==> config.mk <==
export PLATFORM = sky130hd
export DESIGN_NAME = mem_port_initiator
export DESIGN_NICKNAME = d
export VERILOG_FILES = /design/src/rtl/mem_port_pkg.sv /design/src/rtl/rsp_fifo.sv /design/src/rtl/mem_port_initiator.sv
export SDC_FILE = /design/constraint.sdc
export NUM_CORES = 1
export LEC_CHECK = 0
export CAP_MARGIN = 25
export CORE_MARGIN = 2
export CORE_UTILIZATION = 57
export CTS_CLUSTER_DIAMETER = 60
export CTS_CLUSTER_SIZE = 24
export DETAILED_ROUTE_END_ITERATION = 10
export PLACE_DENSITY = 0.85
export SETUP_SLACK_MARGIN = 0.1
export SLEW_MARGIN = 20
export SYNTH_ARGS = -nofsm -noshare
export SYNTH_HDL_FRONTEND = slang
export SYNTH_HIERARCHICAL = 1
export SYNTH_SLANG_ARGS = --single-unit
export TNS_END_PERCENT = 50
==> constraint.sdc <==
create_clock -name i_clk -period 4.6 [get_ports i_clk]
set_input_delay 1.38 -clock i_clk [delete_from_list [all_inputs] [get_ports i_clk]]
set_output_delay 1.38 -clock i_clk [all_outputs]
set_load 0.05 [all_outputs]
==> src/rtl/mem_port_pkg.sv <==
// Shared widths and the response payload carried through the initiator's read-return FIFO.
package mem_port_pkg;

  localparam int unsigned MEM_WIDTH      = 8;
  localparam int unsigned MEM_ADDR_TOTAL = 10;

  typedef struct packed {
    logic [MEM_ADDR_TOTAL-1:0] addr;
    logic [MEM_WIDTH-1:0]      data;
  } rsp_entry_t;

endpackage

==> src/rtl/rsp_fifo.sv <==
// First-word-fall-through response FIFO; the head is read straight from storage.
module rsp_fifo
  import mem_port_pkg::*;
#(
  parameter  int unsigned DEPTH = 4,
  localparam int unsigned CNT_W = $clog2(DEPTH + 1)
) (
  input  logic             i_clk,
  input  logic             i_rst_n,
  input  logic             i_push,
  input  rsp_entry_t       i_push_data,
  input  logic             i_pop,
  output rsp_entry_t       o_head,
  output logic             o_empty,
  output logic [CNT_W-1:0] o_count
);

  localparam int unsigned PTR_W = (DEPTH > 1) ? $clog2(DEPTH) : 1;

  rsp_entry_t       store [DEPTH];
  logic [PTR_W-1:0] wr_ptr;
  logic [PTR_W-1:0] rd_ptr;
  logic [CNT_W-1:0] count;
  logic             do_pop;

  assign do_pop = i_pop & (count != '0);

  always_ff @(posedge i_clk) begin
    if (i_push) store[wr_ptr] <= i_push_data;
  end

  // Power-of-two depth lets the pointers wrap naturally.
  always_ff @(posedge i_clk or negedge i_rst_n) begin
    if (!i_rst_n) begin
      wr_ptr <= '0;
      rd_ptr <= '0;
      count  <= '0;
    end else begin
      if (i_push) wr_ptr <= wr_ptr + PTR_W'(1);
      if (do_pop) rd_ptr <= rd_ptr + PTR_W'(1);
      case ({i_push, do_pop})
        2'b10:   count <= count + CNT_W'(1);
        2'b01:   count <= count - CNT_W'(1);
        default: count <= count;
      endcase
    end
  end

  assign o_head  = store[rd_ptr];
  assign o_empty = (count == '0);
  assign o_count = count;

endmodule

==> src/rtl/mem_port_initiator.sv <==
// Drives one memory port from a request stream; read data returns through a credit-protected FIFO.
module mem_port_initiator
  import mem_port_pkg::*;
#(
  parameter int unsigned WIDTH      = MEM_WIDTH,
  parameter int unsigned ADDR_TOTAL = MEM_ADDR_TOTAL,
  parameter int unsigned RSP_DEPTH  = 4
) (
  input  logic                  i_clk,
  input  logic                  i_rst_n,
  input  logic                  i_req_valid,
  output logic                  o_req_ready,
  input  logic                  i_req_we,
  input  logic [ADDR_TOTAL-1:0] i_req_addr,
  input  logic [WIDTH-1:0]      i_req_din,
  output logic                  o_mem_en,
  output logic                  o_mem_we,
  output logic [ADDR_TOTAL-1:0] o_mem_addr,
  output logic [WIDTH-1:0]      o_mem_din,
  input  logic [WIDTH-1:0]      i_mem_dout,
  output logic                  o_rsp_valid,
  input  logic                  i_rsp_ready,
  output logic [WIDTH-1:0]      o_rsp_data,
  output logic [ADDR_TOTAL-1:0] o_rsp_addr,
  output logic                  o_busy
);

  localparam int unsigned CNT_W  = $clog2(RSP_DEPTH + 1);
  localparam int unsigned USED_W = CNT_W + 1;

  logic                  accept;
  logic                  s1_rd;
  logic                  s2_rd;
  logic [ADDR_TOTAL-1:0] s2_addr;
  logic [CNT_W-1:0]      fifo_count;
  logic                  fifo_empty;
  logic                  pop;
  logic [USED_W-1:0]     used;
  rsp_entry_t            push_entry;
  rsp_entry_t            head;

  // Every read in S1/S2 already owns a FIFO slot, so a push never meets a full FIFO.
  assign s1_rd       = o_mem_en & ~o_mem_we;
  assign used        = USED_W'(fifo_count) + USED_W'(s1_rd) + USED_W'(s2_rd);
  assign o_req_ready = (used < USED_W'(RSP_DEPTH)) & i_rst_n;
  assign accept      = i_req_valid & o_req_ready;

  // Issue stage: registered memory command; addr/din hold when idle.
  always_ff @(posedge i_clk or negedge i_rst_n) begin
    if (!i_rst_n) begin
      o_mem_en   <= 1'b0;
      o_mem_we   <= 1'b0;
      o_mem_addr <= '0;
      o_mem_din  <= '0;
    end else begin
      o_mem_en <= accept;
      o_mem_we <= accept & i_req_we;
      if (accept) begin
        o_mem_addr <= i_req_addr;
        o_mem_din  <= i_req_din;
      end
    end
  end

  // Return stage: tracks the read whose data the memory presents this cycle.
  always_ff @(posedge i_clk or negedge i_rst_n) begin
    if (!i_rst_n) begin
      s2_rd   <= 1'b0;
      s2_addr <= '0;
    end else begin
      s2_rd <= s1_rd;
      if (s1_rd) s2_addr <= o_mem_addr;
    end
  end

  always_comb begin
    push_entry      = '0;
    push_entry.addr = MEM_ADDR_TOTAL'(s2_addr);
    push_entry.data = MEM_WIDTH'(i_mem_dout);
  end

  rsp_fifo #(
    .DEPTH (RSP_DEPTH)
  ) u_fifo (
    .i_clk       (i_clk),
    .i_rst_n     (i_rst_n),
    .i_push      (s2_rd),
    .i_push_data (push_entry),
    .i_pop       (pop),
    .o_head      (head),
    .o_empty     (fifo_empty),
    .o_count     (fifo_count)
  );

  assign o_rsp_valid = ~fifo_empty;
  assign pop         = o_rsp_valid & i_rsp_ready;
  assign o_rsp_data  = fifo_empty ? '0 : WIDTH'(head.data);
  assign o_rsp_addr  = fifo_empty ? '0 : ADDR_TOTAL'(head.addr);
  assign o_busy      = s1_rd | s2_rd | ~fifo_empty;

endmodule

==> reports/metrics.cfg <==
[timing]
drv_slew=0
finClkSkew_ns=0.00645
setup_viol=0
worst_pin_slew_ns=1.01
finalCritPeriodShare_pct=86.8
tns_ns=0
min_period_ns=3.99
max_freq_mhz=251
holdWs_ns=0.510
max-slew-margin-rel_pct=32.4
final-hold-violation-count=0
rsz0062_at_grt=false

[yosys]
syn_area_um2=4370
syn-num-nets=262
ys_ff_latch=110
synth_area_per_cell_um2=19.5
yosysWarnings=6
synth_cells=224
ys_types=28
ys_seq_area_share_pct=71.2

[clock_network]
cts_sinks=110
ctsResizeCount=0
clock_latency_ns=0.35
post_cts_buffers=0
tritoncts=yes
cts-root-buf=clkbuf_8
clk_pin_slew_ns=0.09
cts_hold_buffers=0
cts_buffer_depth=2
htree_levels=3
numCtsBuffers=9

[detailed_routing]
drtIter0Drc=143
ant_nets=0
drt-wirelength-per-cell_um=17.5
wl_um=7110
drt_pre_antenna_iters=4
vias_per_cell=5.27
via_count=2138
drc=0

[floorplanning]
floorplan.initialDensity_pct=59.6
fp.dieW_um=91.6
coreArea_um2=7330
dieArea_um2=8380
num_rows=31
io_pins=72
die_y_um=91.6

[finish]
area_delta_synth_final_pct=24.1
final_cell_mix=72 x edfxtp_1, 69 x clkdlybuf4s50_1, 38 x dfrtp_1
drive_gt1_share_pct=22.5
nNetsFinal=340
layout_commonest_cell=edfxtp_1
diodes=0
postLayoutCoreUtil_pct=74.0
nFillCells=429
stdcell_area_um2=5420

[placement]
place_congestion=0.747
place_area_um2=5200
detailed_place_hpwl_um=4730
numPortBuffers=71

[power]
p_total_w=0.00401
p_leak_nw=2.05
power_density_nw_per_um2=740
peakVddDrop_v=0.000514

[critical_path]
crit_arrival_ns=2.61
crit_type=reg2out
worstPathRequired_ns=3.22
cp-start-kind=flop
critPathMaxFanout=12
reg2reg_depth=9
end_kind=output pin

[global_routing]
grt_overflow_total=0
use_met1_pct=24.6
first_global_vias=2372
use_met3_pct=3.90
antenna_found_initial=0
grt_use_total_pct=18.8
top_usage_layer=met2
grt_util_met2_pct=30.7
grt_pass1_wl_um=11900
grt_start_max_net_pins=39

[outcome]
outcome=complete, no violations

[hold_path]
min_path_type=reg2reg
whs_path_depth=1

[job]
drv_cap=0

[cell type report]
type                       instances  area (um2)  share of cell area, %
timing repair buffer              75         758                   14.0
multi-input combinational         97        1170                   21.6
clock buffer                      12         156                   2.88
clock inverter                     4        68.8                   1.27
inverter                           9        33.8                  0.623
tap                               99         124                   2.28
sequential                       110        3110                   57.4
[stage by stage]
stage	setup WS (ns)	instances
after CTS	0.542	406
after global placement	0.973	390
after floorplan	1.23	224
after detailed placement	0.937	390
final	0.609	406
after global routing	0.446	406
[Yosys cell counts (all sizes together)]
library cell | instances | share of area (%)
or3 | 1 | 0.14
o31a | 1 | 0.20
nand2b | 1 | 0.14
ha | 6 | 1.7
nand4b | 1 | 0.34
and2 | 4 | 0.57
mux2i | 1 | 0.23
nand4 | 1 | 0.49
nor2b | 20 | 3.0
nor2 | 1 | 0.086
nor3 | 1 | 0.11
inv | 9 | 0.77
mux4 | 18 | 9.3
mux2 | 28 | 8.0
fa | 1 | 0.46
dfrtp | 38 | 22
edfxtp | 72 | 49
and3 | 2 | 0.29
buf | 6 | 1.2
xnor2 | 2 | 0.40
nand2 | 3 | 0.26
clkbuf | 2 | 0.17
o21ai | 1 | 0.11
xor2 | 4 | 0.80
[final timing paths]
kind,slack [ns],startpoint,end
max in group asynchronous,3.16,i_rst_n,s2_addr[5]
min in group asynchronous,1.10,i_rst_n,o_mem_din[3]
hold / removal,0.51,o_mem_din[1],o_mem_din[1]
hold reg to reg,0.51,o_mem_din[1],o_mem_din[1]
setup / recovery,0.61,u_fifo/rd_ptr[0],o_rsp_addr[4]
setup reg to reg,2.39,u_fifo/o_count[0],u_fifo/o_count[2]
[logic make-up (layout without fill, tap and decap cells)]
group           Yosys count  count (layout)  share of synthesized area [%]
simple gates             35              35                           5.47
buf+inv                  17             100                           2.12
xor+xnor                  6               6                           1.20
compound gates            2               2                          0.315
fa+ha+maj                 7               7                           2.18
mux                      47              47                           17.5
flops                   110             110                           71.2
[where the power goes]
group | switching (W) | leakage, nW | total, W | internal (W)
Sequential | 0.000205 | 1.11 | 0.00153 | 0.00132
Combinational | 0.00109 | 0.824 | 0.00186 | 0.000774
Clock | 0.000288 | 0.113 | 0.000626 | 0.000338
Total | 0.00158 | 2.05 | 0.00401 | 0.00243
[critical path, stage by stage, from the launching register on]
cell,delay [ns]
dfrtp_1,0.69
buf_12,0.23
mux4_2,0.51
nor2b_1,0.14
clkdlybuf4s50_1,0.70
[per-layer routing]
metal  vias up  routed length [um]
met5         -                   0
met3         6                 315
met1      1073                3170
met4         0                  53
met2        66                3570
li1        993                   -
[registers in the layout, indices dropped and copies added, names as in the netlist]
register / flops
s2_rd: 1
u_fifo/rd_ptr: 2
o_mem_din: 8
u_fifo/o_count: 3
o_mem_en: 1
s2_addr: 10
o_mem_addr: 10
o_mem_we: 1
u_fifo/wr_ptr: 2
u_fifo/store: 72
Note: power is estimated with default switching activity, not from simulation.
